### config.mk
export PLATFORM = sky130hd
export DESIGN_NAME = arith_unit_seq
export DESIGN_NICKNAME = d
export VERILOG_FILES = /design/src/rtl/arith_unit_seq.sv
export SDC_FILE = /design/constraint.sdc
export NUM_CORES = 1
export LEC_CHECK = 0
export CAP_MARGIN = 20
export CORE_ASPECT_RATIO = 0.8
export CORE_MARGIN = 5
export CORE_UTILIZATION = 50
export DETAILED_ROUTE_END_ITERATION = 6
export PLACE_DENSITY = 0.77
export SLEW_MARGIN = 40
export SYNTH_ARGS = -nofsm -noshare
export SYNTH_HDL_FRONTEND = slang
export SYNTH_SLANG_ARGS = --single-unit
### constraint.sdc
create_clock -name clk -period 3.3 [get_ports clk]
set_input_delay 0.825 -clock clk [delete_from_list [all_inputs] [get_ports clk]]
set_output_delay 0.825 -clock clk [all_outputs]
set_load 0.02 [all_outputs]
### src/rtl/arith_unit_seq.sv
// rtl/arith_unit_seq.sv - handshaked ADD/SUB/MUL/DIV/MOD unit with multi-cycle restoring divider
//
// Ports:
//   clk, rst_n           clock, asynchronous active-low reset
//   in_valid / in_ready  operand handshake; op, in1 (dividend), in2 (divisor)
//   out_valid / out_ready result handshake
//   result, result_hi    primary result, MUL upper half
//   carry                ADD carry-out / SUB borrow
//   div_zero, op_err     divide-by-zero and reserved-opcode status
module arith_unit_seq #(
    parameter int WIDTH = 8
) (
    input  logic             clk,
    input  logic             rst_n,
    input  logic             in_valid,
    output logic             in_ready,
    input  logic [2:0]       op,
    input  logic [WIDTH-1:0] in1,
    input  logic [WIDTH-1:0] in2,
    output logic             out_valid,
    input  logic             out_ready,
    output logic [WIDTH-1:0] result,
    output logic [WIDTH-1:0] result_hi,
    output logic             carry,
    output logic             div_zero,
    output logic             op_err
);

    localparam logic [2:0] OP_ADD = 3'd0;
    localparam logic [2:0] OP_SUB = 3'd1;
    localparam logic [2:0] OP_MUL = 3'd2;
    localparam logic [2:0] OP_DIV = 3'd3;
    localparam logic [2:0] OP_MOD = 3'd4;

    localparam int CW = (WIDTH > 2) ? $clog2(WIDTH) : 1;
    localparam logic [CW-1:0] LAST_STEP = CW'(WIDTH - 1);

    typedef enum logic [1:0] {S_IDLE, S_BUSY, S_DONE} state_t;

    state_t state, state_nxt;

    logic [WIDTH-1:0]   rem_q, quot_q, divisor_q;
    logic [CW-1:0]      count_q;
    logic               is_mod_q;

    logic               accept;
    logic               div_start;
    logic               last_step;
    logic [WIDTH:0]     add_full;
    logic [2*WIDTH-1:0] prod;
    logic [WIDTH:0]     rem_shift;
    logic [WIDTH:0]     trial;
    logic [WIDTH-1:0]   rem_nxt;
    logic [WIDTH-1:0]   quot_nxt;

    // in_ready also depends combinationally on out_ready so that a result can
    // retire and a new operand be taken on the same edge.
    assign in_ready  = rst_n && ((state == S_IDLE) || (state == S_DONE && out_ready));
    assign accept    = in_valid && in_ready;
    assign out_valid = (state == S_DONE);
    assign div_start = ((op == OP_DIV) || (op == OP_MOD)) && (in2 != '0);
    assign last_step = (state == S_BUSY) && (count_q == LAST_STEP);
    assign add_full  = {1'b0, in1} + {1'b0, in2};
    assign prod      = {{WIDTH{1'b0}}, in1} * {{WIDTH{1'b0}}, in2};

    // One restoring step: shift the next dividend bit (held in quot_q's MSB)
    // into the partial remainder and keep the subtraction only if it did not go negative.
    always_comb begin
        rem_shift = {rem_q, quot_q[WIDTH-1]};
        trial     = rem_shift - {1'b0, divisor_q};
        rem_nxt   = rem_shift[WIDTH-1:0];
        quot_nxt  = {quot_q[WIDTH-2:0], 1'b0};
        if (!trial[WIDTH]) begin
            rem_nxt  = trial[WIDTH-1:0];
            quot_nxt = {quot_q[WIDTH-2:0], 1'b1};
        end
    end

    always_comb begin
        state_nxt = state;
        case (state)
            S_IDLE: if (accept) state_nxt = div_start ? S_BUSY : S_DONE;
            S_BUSY: if (last_step) state_nxt = S_DONE;
            S_DONE: if (out_ready) begin
                if (accept) state_nxt = div_start ? S_BUSY : S_DONE;
                else        state_nxt = S_IDLE;
            end
            default: state_nxt = S_IDLE;
        endcase
    end

    always_ff @(posedge clk or negedge rst_n) begin
        if (!rst_n) state <= S_IDLE;
        else        state <= state_nxt;
    end

    always_ff @(posedge clk or negedge rst_n) begin
        if (!rst_n) begin
            result    <= '0;
            result_hi <= '0;
            carry     <= 1'b0;
            div_zero  <= 1'b0;
            op_err    <= 1'b0;
            rem_q     <= '0;
            quot_q    <= '0;
            divisor_q <= '0;
            count_q   <= '0;
            is_mod_q  <= 1'b0;
        end else if (accept) begin
            // Fields not defined for the new op read as zero.
            result    <= '0;
            result_hi <= '0;
            carry     <= 1'b0;
            div_zero  <= 1'b0;
            op_err    <= 1'b0;
            case (op)
                OP_ADD: begin
                    result <= add_full[WIDTH-1:0];
                    carry  <= add_full[WIDTH];
                end
                OP_SUB: begin
                    result <= in1 - in2;
                    carry  <= (in1 < in2);
                end
                OP_MUL: begin
                    result    <= prod[WIDTH-1:0];
                    result_hi <= prod[2*WIDTH-1:WIDTH];
                end
                OP_DIV, OP_MOD: begin
                    if (in2 == '0) begin
                        result   <= (op == OP_DIV) ? {WIDTH{1'b1}} : in1;
                        div_zero <= 1'b1;
                    end else begin
                        rem_q     <= '0;
                        quot_q    <= in1;
                        divisor_q <= in2;
                        count_q   <= '0;
                        is_mod_q  <= (op == OP_MOD);
                    end
                end
                default: op_err <= 1'b1;
            endcase
        end else if (state == S_BUSY) begin
            rem_q   <= rem_nxt;
            quot_q  <= quot_nxt;
            count_q <= count_q + 1'b1;
            if (last_step) result <= is_mod_q ? rem_nxt : quot_nxt;
        end
    end

endmodule

### Word level (Yosys, flattened, before mapping)

Index checks and enable logic that the tools add are counted.

* output and inout bits: 21
* register bits: 49
* input port bits: 23

* mux-type cells: 32
* reductions and logical operators: 19
* $mul: 1
* add/sub/neg operators: 4
* magnitude comparators: 1
* bitwise gates (word level): 1
* equality and inequality tests: 12

Operator list (count)
* $mux 8: 16
* $pmux 8 s4: 1
* $mul 8x8->16: 1
* $mux 3: 4
* $mux 2: 5
* $add 8x8->9: 1
* $reduce_and 3->1: 3
* $sub 9x8->9: 1
* $logic_not 8->1: 1
* $lt 8x8->1: 1
* $reduce_bool 8->1: 1
* $sub 8x8->8: 1
* $eq 3x2->1 const B: 2
* $eq 3x3->1 const B: 2
* $ne 2x2->1 const B: 3
* $pmux 2 s3: 1
* $logic_and 1x1->1: 5
* $reduce_or 5->1: 1
* $mux 1: 4
* $ne 2x1->1 const B: 2
* $reduce_bool 2->1: 2
* $add 3x1->3 const B: 1
* $eq 3x1->1 const B: 1
* $logic_not 3->1: 1
* other kinds (8): 9

### Logic depth before layout (Yosys ltp)

* word-level depth: 8
* gate-level depth with buffers: 18
* mapped depth without buffers: 18

### Worst setup path after synthesis

Ideal clock, no wire load.

* kind: input to register
* start point: input in2[7]
* end point: register result_hi[7]
* path buffers: 1
* arrival: 4820 ps
* cell stages on the path: 16
* path slack: -1641 ps
* library setup time: 121 ps
* cell sequence: clkbuf_2 and2_1 fa_1 fa_1 fa_1 inv_1 fa_1 inv_1 ha_1 o21a_1 o21a_1 a2bb2oi_1 a211o_1 a21oi_1 xnor2_1 a22o_1

* word-level cells in the longest chain between the ends: 2

Ends and longest elaborated chain
* start: declaration: line 19 `input logic [WIDTH-1:0] in2,`
* $mul 8x8->16: line 64 `assign prod = {{WIDTH{1'b0}}, in1} * {{WIDTH{1'b0}}, in2};`
* $mux 8: line 116 `case (op)`
* end signal: assignment: line 127 `result_hi <= prod[2*WIDTH-1:WIDTH];`
* end: declaration: line 23 `output logic [WIDTH-1:0] result_hi,`

Every way passes these cells.
A chain may end at the register's enable or synchronous reset.

### Final worst setup path

* start point: input in2[6]
* end point: register result_hi[7]

The elaborated chain is that of the path after synthesis.

==> flow_summary.toml <==
[placement]
place_congestion = 0.963
preCtsSetupSlack_ns = -2.00
dp_hpwl_um = 12800
port_buffers = 43
placedCellCount = 880
place_area_um2 = 6800

[clock_network]
ctsHoldBuffers = 0
htree_num_levels = 2
clockRootBuffer = "clkbuf_16"
clkTransAtPathRegs_ns = 0.07
cts_tree = "done"
numCtsBuffers = 5
cts_buffer_depth = 2
clock_latency_ns = 0.30
clock-sinks = 49

[floorplan]
io_pins = 44
fp-row-count = 34
dieArea_um2 = 13300
coreArea_um2 = 10800
start_util_pct = 51.0
die_w_um = 128
die_h_um = 104

[worst_setup_path]
cp.required_ns = 3.49
ff2ff_path_depth = 11
crit_path_start = "in2[6]"
reg2reg_from = "quot_q[7]$_DFFE_PN0P_"
endpoint = "result_hi[7]$_DFFE_PN0P_"
r2r_setup_slack_ns = 0.10
worstSetupEndpointType = "flop"
path_class = "input port to flop"
critPathLaunchType = "input port"
critPathMaxFanout = 6
reg2reg_to = "result[4]$_DFFE_PN0P_"
cp.arrival_ns = 4.63

[grt]
grt_pass1_vias = 5311
grt_usage_pct = 25.3
grt_max_degree = 50
grt_pass1_wl_um = 27200
grt_antenna_before_repair = 0
gr-total-overflow = 0

[routing]
first_pass_iters = 5
drtIter0Drc = 439
ant_nets = 0
viasPerCell = 5.76
vias = 5180
wl_per_cell_um = 18.3
routed_wl_um = 16400
drc_errors = 0

[logic_synthesis]
netlist_area_um2 = 5540
synth-edff-count = 0
ys.flop_type = "dfrtp_1"
seq_area_frac_synth_pct = 22.1
async_flop_share_pct = 100
syn_inst = 630
syn_nets = 754
yosys_warnings = 0
ys_types = 60
ys_seq_elements = 49
post_synth.cell_area_avg_um2 = 8.79

[timing]
max_freq_mhz = 225
setup_viol = 12
period_share_pct = 134
tightest_slew_ns = 0.827
hold_ws_ns = 0.485
fin_skew_ns = 0.00544
relSlewSlack_pct = 44.5
drv_slew = 0
rsz0062_at_grt = "yes"
hold_viol_final = 0
setup_ws_ns = -1.14
finalCriticalPeriod_ns = 4.44
setup_tns_ns = -10.93

[power_and_ir_drop]
total_power_mw = 5.45
irDropWorstVdd_v = 0.000515
cellPowerDensity_nw_per_um2 = 739
power.leakage_nw = 3.49

[cells_and_area]
final_cell_area_um2 = 7380
drive_above_1_share_pct = 27.8
syn2layout_area_growth_pct = 33.2
antenna_cells = 0
utilization_pct = 68.0
final_cells = 899
fillers = 829
finalNetCount = 878

[job]
maxCapViolCount = 0

[run_status]
failed_checks = "negative setup slack"
status = "finished with violations"

[hold_path]
hold_path.class = "flop to flop"
==> critical path: stages <==
cell and delay (ns):
buf_8 0.11, and2_4 0.15, fa_1 0.57, fa_1 0.44, fa_1 0.50, inv_2 0.04, fa_1 0.52, inv_2 0.06
ha_4 0.21, o21a_1 0.18, o21a_1 0.19, a2bb2oi_2 0.14, a211o_1 0.28, a21oi_2 0.15, xnor2_1 0.09, a22o_1 0.18
==> area by class of cell <==
cell class	count	area, um^2	share of cell area (%)
Inverter	75	285	3.87
Sequential cell	49	1230	16.6
Multi-Input combinational cell	483	4290	58.2
Timing Repair Buffer	140	1210	16.5
Tap cell	144	180	2.44
Clock buffer	6	139	1.88
Clock inverter	2	37.5	0.509
==> kinds of logic (layout without fill, tap and decap cells) <==
group	Yosys count	count (layout)	share of synthesized area, %
AO/OA/AOI/OAI	157	157	17.9
AND/OR/NAND/NOR	183	183	16.9
buffers and inverters	98	223	7.61
multiplexers	20	20	3.77
XOR/XNOR	22	22	3.62
flip-flops	49	49	22.1
adder cells (fa/ha/maj)	101	101	28.1
==> state kept, by name, indices dropped and copies added, names as in the netlist <==
name       flops
count_q        3
divisor_q      8
div_zero       1
op_err         1
result         8
result_hi      8
state          2
quot_q         8
carry          1
rem_q          8
is_mod_q       1
==> metal layers <==
layer  track usage (%)  up-vias  share of wire [%]
li1                  -     2383                  -
met1              36.0     2512                 43
met2              39.1      253                 46
met3              5.90       32                8.6
met4              5.98        0                2.1
met5                 0        -                  0
==> worst min path at each step <==
stage | from | to | slack, ns | cells after the start
6_report | divisor_q[3]$_DFFE_PN0P_ | divisor_q[3]$_DFFE_PN0P_ | 0.48 | 2
5_1_grt | divisor_q[2]$_DFFE_PN0P_ | divisor_q[2]$_DFFE_PN0P_ | 0.52 | 2
4_1_cts | divisor_q[3]$_DFFE_PN0P_ | divisor_q[3]$_DFFE_PN0P_ | 0.49 | 2
3_5_place_dp | result_hi[5]$_DFFE_PN0P_ | result_hi[5]$_DFFE_PN0P_ | 0.47 | 2
3_3_place_gp | divisor_q[4]$_DFFE_PN0P_ | divisor_q[4]$_DFFE_PN0P_ | 0.47 | 2
2_1_floorplan | divisor_q[1]$_DFFE_PN0P_ | divisor_q[1]$_DFFE_PN0P_ | 0.45 | 2
==> cells in the mapped netlist (7+ instances only) <==
cell	count	share of area, %
nor2_1	35	2.4
clkbuf_1	11	0.75
fa_1	39	14
nand2_1	50	3.4
o21ai_0	41	3.7
dfrtp_1	49	22
nor2b_1	12	1.4
nand3_1	12	1.1
ha_1	62	14
inv_1	75	5.1
o22ai_1	7	0.79
and2_1	42	4.7
mux2i_1	16	2.9
o21a_1	7	0.95
nand2b_1	10	1.1
o21ai_1	10	0.90
a21oi_1	37	3.3
xnor2_1	15	2.4
==> power breakdown <==
part / internal, mW / switching [mW]
logic: 1.81 / 2.02
clock network: 0.378 / 0.231
registers: 0.826 / 0.190
==> what timing repair did <==
| action | 4_1_cts | 5_1_grt |
|---|---|---|
| pin swaps | 42 | 54 |
| resized for setup | 120 | 36 |
| setup buffers | 7 | 8 |
| setup endpoints to repair | 14 | 15 |
==> layout by cell type (no fill, tap or decap), types with 6 or more instances in the layout <==
cell	n
buf_4	87
inv_1	62
ha_1	51
dfrtp_1	49
nand2_1	44
o21ai_0	39
nor2_1	33
fa_1	33
and2_1	32
a21oi_1	28
clkdlybuf4s50_1	26
buf_6	17
mux2i_1	14
nor2b_1	12
inv_2	12
xnor2_1	12
and2_4	11
o21ai_1	11
nand2b_1	10
nand3_1	10
ha_4	10
o21a_1	7
a21oi_2	6
a22o_1	6
nor3_1	6
o22ai_1	6
fa_2	6
Power figures use the tool's default switching activity.
==> edit, RTL diff (same flow settings) <==
Make the reset (`rst_n`) synchronous in 2 clocked blocks. Comments in the files are not updated.
--- a/src/rtl/arith_unit_seq.sv
+++ b/src/rtl/arith_unit_seq.sv
@@ -91,3 +91,3 @@
 
-    always_ff @(posedge clk or negedge rst_n) begin
+    always_ff @(posedge clk) begin
         if (!rst_n) state <= S_IDLE;
@@ -96,3 +96,3 @@
 
-    always_ff @(posedge clk or negedge rst_n) begin
+    always_ff @(posedge clk) begin
         if (!rst_n) begin
Function: differs if rst_n is asserted again (counterexample within 4 cycles, from zero or initial values and one cycle with rst_n low); with rst_n held inactive, the same outputs for 4 cycles.
==> edit against the unedited design <==
- the flow still finishes with violations (negative setup slack)
- sequential power down 34%
- cell area down 1.9%
- wire length up 1.5%
- via count up 3.6%
- total power down 35%
- area after synthesis down 0.41%
- sequential cell count unchanged
- worst setup slack better by 0.026 ns
- critical path type unchanged
- critical endpoint is now result_hi[5]$_SDFFE_PN0P_
- largest power group unchanged
==> edit: results (changes against the unedited design) <==
Synth area leaders dfxtp_1 18%, fa_1 14%, ha_1 14%; antenna cells 0 (unchanged); hold path cells 2 (unchanged); Net Sw Power 1.42 mW (-42%); slowest stage cell, crit path fa_1; Avg Inst Size Synth 8.27 um^2 (-5.9%); port bufs 43 (unchanged); Main synth FF type dfxtp_1; Worst EP arrival 4.59 ns (-0.04 ns); Worst Reg2Reg Path Length in Cells 11 (unchanged); maximum VDD drop 0.433 mV (-16%); Routed wire per std cell 17.8 um (-2.4%); hpwl dp 12900 um (+0.43%); Finish-stage setup viols 12 (unchanged); Commonest cells post-synth 80 x inv_1, 69 x nor2_1, 62 x ha_1; CP peak stage delay 0.57 ns (about the same); status finished, violations left; R2R Path Start quot_q[7]$_SDFFE_PN0P_; synth unique cells 68 (+13%); clock root cell clkbuf_16; share of cells above drive strength 1 24.9% (-2.9 points); failing checks negative setup slack; clk slew on worst S/H paths 0.07 ns (about the same); Worst slew margin 44.8% (+0.33 points); Total Routing Usage GR 24.1% (-1.1 points); Layout fillers 834 (+0.60%); Routed WL 16700 um (+1.5%); Post-synth ARST share 0% (-100 points); Layout Nets 914 (+4.1%); Starting DRT DRC Count 556 (+27%); Worst Clk Skew 0.00910 ns (+0.00366 ns); crit-path leading delay family adder cells; largest net degree at the start of global routing 29 (-42%); initial antenna violation count 0 (unchanged); first-pass GRT wire length 26400 um (-2.6%); Mapped Nets 791 (+4.9%); CTS Buf Count 5 (unchanged); placed cell areas 6770 um^2 (-0.52%); static leakage 3.25 nW (-6.8%); clock latency on the worst-skew pair a little under 0.3 ns; register area share after synthesis 17.8% (-4.4 points); Hold Crit Start div_zero$_SDFFE_PN0P_; Yosys warnings 0 (unchanged); clk buf depth 2 (unchanged); Via Count 5365 (+3.6%); placed cells 917 (+4.2%); Final WS setup -1.11 ns (+0.0260 ns); Final Wtd Congestion 0.930 (-3.3%); CTS H-tree lvls 2 (unchanged); Crit Path Max Fanout 6 (unchanged)
edit: cell count changes after synthesis, sizes merged, moves of 8 or more:
cell	unedited run	this run
nand3	12	3
dfrtp	49	0
nor2	35	72
a21oi	37	52
a311oi	1	9
o21ai	53	27
dfxtp	0	49
edit: layout make-up:
type                       instances  area share, %
clock buffer                       6           1.92
inverter                          80           4.20
multi-input combinational        514           60.5
clock inverter                     2          0.519
timing repair buffer             140           16.8
tap                              144           2.49
sequential                        49           13.6
edit: worst register-to-register path, cell delays in order, from the launching register on:
cell and delay (ns):
dfxtp_1 0.37, inv_1 0.09, ha_1 0.18, inv_1 0.06
fa_1 0.43, a211oi_2 0.30, nor3_2 0.10, mux2i_1 0.19
nor2_4 0.38, mux2i_1 0.30, a21oi_1 0.10, a311o_1 0.35
edit: worst paths after layout:
check | end | slack (ns)
max | result_hi[5]$_SDFFE_PN0P_ | -1.11
min | div_zero$_SDFFE_PN0P_ | 0.47
max reg2reg | result[6]$_SDFFE_PN0P_ | 0.35
min reg2reg | div_zero$_SDFFE_PN0P_ | 0.47
edit: logic make-up after synthesis:
group / Yosys count / synth area share [%]
compound gates: 168 / 21.1
xor+xnor: 23 / 3.65
fa+ha+maj: 101 / 28.2
buf+inv: 104 / 7.67
flops: 49 / 17.8
mux: 14 / 2.56
simple gates: 208 / 19.0
edit: layer usage:
layer	track usage, %	routed length (um)
met1	35.7	7680
met2	37.0	7590
met3	4.16	1170
met4	4.52	235
met5	0	0
edit: repair_timing:
item,4_1_cts,5_1_grt
resized for setup,110,35
pin swaps,31,35
endpoints found under the setup margin,15,13
buffers inserted,5,5
edit: power groups by stage:
| stage | Sequential, mW | Combinational (mW) | Clock [mW] |
|---|---|---|---|
| floorplan | 0.689 | 1.20 | 0 |
| global placement | 0.680 | 1.77 | 0 |
| detailed placement | 0.682 | 1.83 | 0 |
| CTS | 0.669 | 2.01 | 0.606 |
| global route | 0.676 | 2.44 | 0.632 |
| finish | 0.671 | 2.26 | 0.603 |
edit: stage by stage:
step	util, %	hold slack (ns)	setup slack [ns]	setup TNS (ns)
6_report	66.7	0.472	-1.11	-11.39
3_3_place_gp	62.4	0.453	-1.79	-20.41
5_1_grt	66.7	0.481	-1.22	-12.43
4_1_cts	65.4	0.471	-1.08	-10.55
2_1_floorplan	-	0.454	-1.04	-8.75
3_5_place_dp	62.4	0.452	-1.88	-21.52
